File: src/rtl/shift_rows_stream.sv
// Byte-serial AES ShiftRows stage with a two-bank ping-pong state buffer.
// Optional out_last block delimiter is enabled by defining SHIFT_ROWS_LAST_EN.
module shift_rows_stream #(
    parameter bit INV    = 1'b0,
    parameter int DATA_W = 8
) (
    input  logic              clk,
    input  logic              rst,
    input  logic              in_valid,
    output logic              in_ready,
    input  logic [DATA_W-1:0] in_byte,
    output logic              out_valid,
    input  logic              out_ready,
    output logic [DATA_W-1:0] out_byte
`ifdef SHIFT_ROWS_LAST_EN
    ,
    output logic              out_last
`endif
);

    logic              wr_bank_q, wr_bank_d;
    logic              rd_bank_q, rd_bank_d;
    logic [3:0]        wr_cnt_q,  wr_cnt_d;
    logic [3:0]        rd_cnt_q,  rd_cnt_d;
    logic [1:0]        full_q,    full_d;
    logic [DATA_W-1:0] bank_q [2][16];

    logic       in_fire, out_fire;
    logic [1:0] rd_row, rd_col, src_col;
    logic [3:0] src_idx;

    // Flags come straight from state, so valid/ready never see the other side's strobes.
    assign in_ready  = !full_q[wr_bank_q];
    assign out_valid = full_q[rd_bank_q];

    assign in_fire  = in_valid  && in_ready;
    assign out_fire = out_valid && out_ready;

    // Output index k = r + 4c reads source column (c +/- r) mod 4 of the same row.
    assign rd_row  = rd_cnt_q[1:0];
    assign rd_col  = rd_cnt_q[3:2];
    assign src_col = INV ? (rd_col - rd_row) : (rd_col + rd_row);
    assign src_idx = {src_col, rd_row};

    assign out_byte = out_valid ? bank_q[rd_bank_q][src_idx] : '0;

`ifdef SHIFT_ROWS_LAST_EN
    assign out_last = out_valid && (rd_cnt_q == 4'd15);
`endif

    always_comb begin
        // NOTE: every next-state signal gets a default first so no latch is inferred.
        wr_bank_d = wr_bank_q;
        rd_bank_d = rd_bank_q;
        wr_cnt_d  = wr_cnt_q;
        rd_cnt_d  = rd_cnt_q;
        full_d    = full_q;

        if (in_fire) begin
            wr_cnt_d = wr_cnt_q + 4'd1;
            if (wr_cnt_q == 4'd15) begin
                full_d[wr_bank_q] = 1'b1;
                wr_bank_d         = !wr_bank_q;
            end
        end

        // A completing write and a completing read always hit different banks.
        if (out_fire) begin
            rd_cnt_d = rd_cnt_q + 4'd1;
            if (rd_cnt_q == 4'd15) begin
                full_d[rd_bank_q] = 1'b0;
                rd_bank_d         = !rd_bank_q;
            end
        end
    end

    always_ff @(posedge clk) begin
        // NOTE: state registers use non-blocking assignments so all update together at the edge.
        if (rst) begin
            wr_bank_q <= 1'b0;
            rd_bank_q <= 1'b0;
            wr_cnt_q  <= '0;
            rd_cnt_q  <= '0;
            full_q    <= '0;
        end else begin
            wr_bank_q <= wr_bank_d;
            rd_bank_q <= rd_bank_d;
            wr_cnt_q  <= wr_cnt_d;
            rd_cnt_q  <= rd_cnt_d;
            full_q    <= full_d;
        end
    end

    // NOTE: the state buffer is not reset; full_q gates every read, so stale bytes never escape.
    always_ff @(posedge clk) begin
        if (in_fire) begin
            bank_q[wr_bank_q][wr_cnt_q] <= in_byte;
        end
    end

endmodule

File: config.mk
export PLATFORM = sky130hd
export DESIGN_NAME = shift_rows_stream
export DESIGN_NICKNAME = d
export VERILOG_FILES = /design/src/rtl/shift_rows_stream.sv
export SDC_FILE = /design/constraint.sdc
export NUM_CORES = 1
export LEC_CHECK = 0
export BUFFER_PORTS_ARGS = -buffer_cell sky130_fd_sc_hd__buf_4
export CORE_MARGIN = 5
export CORE_UTILIZATION = 32
export DETAILED_ROUTE_END_ITERATION = 8
export SLEW_MARGIN = 20
export SYNTH_ARGS = -nofsm -noshare
export SYNTH_HDL_FRONTEND = slang
export SYNTH_SLANG_ARGS = --single-unit
File: constraint.sdc
create_clock -name clk -period 2.6 [get_ports clk]
set_input_delay 0.39 -clock clk [delete_from_list [all_inputs] [get_ports clk]]
set_output_delay 0.39 -clock clk [all_outputs]
set_load 0.01 [all_outputs]
==> results.ini <==
[run_status]
status=complete, but fails checks
violations=negative setup slack

[synthesis]
async_reset_ff_frac=0
synthCells=571
yosysMostFrequentCell=edfxtp_1
synth_ff_type=edfxtp_1
ys_seq_area_frac=0.738
syn-num-nets=589
avgSynthCellArea_um2=18.9
synth_top_area_share=0.714
ys_seq_elements=269
synth_common_cells=256 x edfxtp_1, 49 x mux4_2, 43 x nor2_1
synth_area_leader_cell=edfxtp_1
yosysUniqueCellTypes=49
ys_warn_count=0
synth_area_um2=10800
synth-edff-count=256
synth_area_leaders=edfxtp_1 71%, mux4_2 10%, dfxtp_1 2.4%

[critical_path]
crit_type=flip-flop to primary output
rrSetupSlack_ns=0.67
end_kind=primary output
start_kind=flip-flop
slowest_delay_ns=0.52
slowest_stage=mux4_2
arrival_ns=2.44
worstPathMaxFanout=8
worstPathRequired_ns=2.21
critical_path.cell_chain=buf_8 > buf_16 > mux4_2 > o22ai_2 > nor3_1 > o221a_1 > buf_6

[detailed_routing]
vias=5636
met2_length_um=12200
drt_wl_total_um=24900
highest_layer=met4
drt_iter0_drc=612
route.detailed.drc=0
wl_met3_um=1670
drt-met1-wl_um=10600
final_antenna_net_count=0
via_per_inst=5.01
wl_per_cell_um=22.1
drt_pre_antenna_iters=4

[clock_tree]
numClockSinks=269
cts_buffers=29
hold_buffers=0
clkLatencyLatePin_ns=0.53
clock_path_buffers=3
clk_pin_slew_worst_paths_ns=0.06
root_buffer=clkbuf_16
cts_tree=built
cts_max_level=1

[final_layout]
layout-drive-gt1-share=0.329
nNetsFinal=676
multi_input_area_um2=2830
n_antenna_cell=0
fill_cells=3023
syn_to_final_growth_pct=22.3
final_util=0.395
regArea_um2=7960

[floorplanning]
initial_core_util=0.323
die_height_um=193
floorplan.core_area_um2=33400
die_x_um=193
io_pins=22
std_cell_rows=67
die_area_um2=37400

[global_route]
grt_pass1_wl_um=36900
grt_overflow=0
grt_max_degree=43
antenna_found_initial=0
grt_util_all_layers=0.127
grt_pass1_vias=5780

[worst_hold_path]
worstHoldPathType=input port to flip-flop

[job]
drv_cap=0

[pwr]
p_per_area_nw_per_um2=670
combPwrFrac=0.021
power_frac_clock=0.438
ir_drop_uv=514
total_power_w=0.00883
power.leakage_nw=4.15
internal-power_w=0.00714
seq_power_share=0.541
p_sw_frac=0.191
p_sw_w=0.00169

[sta]
tightest_slew_ns=0.430
period_minus_slack_ns=2.83
fin_ws_ns=-0.232
setup_violations=8
hold_violations=0
maxSlewHeadroom=0.713
maxSlewViolCount=0
grt_setup_unrepaired=yes
fin_skew_ns=0.00890
period_share=1.09
fmax_mhz=353

[place]
dp_hpwl_um=15200
port_buffers=21
routabilityCongestion=0.774

[routing by layer]
layer / vias up / GRT usage
met5: - / 0
met4: 0 / 0.0265
met3: 30 / 0.0250
met2: 185 / 0.211
met1: 2945 / 0.176
li1: 2476 / -
[worst max-delay path, delay by kind of cell (launching register included)]
kind,cells,cell delay [ns]
DFF,1,0.39
buffers and inverters,3,0.44
muxes,1,0.52
AOI/OAI and AO/OA,2,0.50
and+or+nand+nor,1,0.06
[what timing repair did]
item / CTS / global route
endpoints found under the setup margin: 8 / 8
resized for setup: 36 / 31
pin swaps: 11 / 4
cloned: 4 / 4
buffers inserted: 3 / 10
[final cells by class]
type                            instances  area share
Sequential cell                       269       0.604
Multi-Input combinational cell        268       0.215
Timing Repair Buffer                   84      0.0689
Clock buffer                           41      0.0608
Tap cell                              448      0.0425
Clock inverter                         10     0.00741
Inverter                                6     0.00190
[flip-flops by register name, indices dropped and copies added, names as in the netlist, named ones only]
signal and flops:
wr_bank_q 1, rd_cnt_q 4, full_q 2, rd_bank_q 1, bank_q 256, wr_cnt_q 4
[through the flow]
stage	setup TNS (ns)	hold WS [ns]	worst slack, ns	instances	area [µm²]
global route	-1.83	0.139	-0.289	1126	13200
floorplan	0	0.459	0.467	571	10800
CTS	-1.63	0.118	-0.228	1115	12900
detailed placement	0	0.517	0.208	1057	11700
finish	-1.37	0.136	-0.232	1126	13200
global placement	0	0.498	0.227	1057	11700
[final timing paths]
path	from	end	cells past startpoint
setup / recovery	flip-flop	out_byte[3]	7
setup reg to reg	wr_bank_q	bank_q[0][117]	5
hold reg to reg	full_q[0]	full_q[0]	2
hold / removal	rst	wr_bank_q	2
[layout by cell type (no fill, tap or decap), drive strengths merged, types with 5 or more instances in the layout]
master  synthesis  routed
edfxtp        256     256
buf            22      80
mux4           49      49
clkbuf          6      45
nor2           43      43
nand2          24      24
mux2           20      20
mux2i          19      19
dfxtp          13      13
a21oi          12      12
a211oi         10      10
nor2b           9       9
o22ai           8       8
nand3           8       8
o21ai           8       8
nor3            8       8
a221oi          7       7
o31a            7       7
clkinv          0       7
inv             6       7
ha              6       6
xor2            5       5
[power groups by stage]
stage	Combinational (W)	Clock (W)	Sequential, W
3_3_place_gp	0.000168	0	0.00487
6_report	0.000184	0.00387	0.00478
5_1_grt	0.000201	0.00414	0.00478
4_1_cts	0.000180	0.00394	0.00478
3_5_place_dp	0.000175	0	0.00487
2_1_floorplan	0.0000609	0	0.00487
[logic make-up after synthesis]
logic type / count (synthesis) / share of synthesized area
muxes: 88 / 0.143
buffers and inverters: 34 / 0.0166
and+or+nand+nor: 108 / 0.0467
DFF: 269 / 0.738
adders and majority gates: 6 / 0.00697
AOI/OAI and AO/OA: 58 / 0.0412
xor gates and xnor gates: 8 / 0.00790
Note: power is estimated with default switching activity, not from simulation.
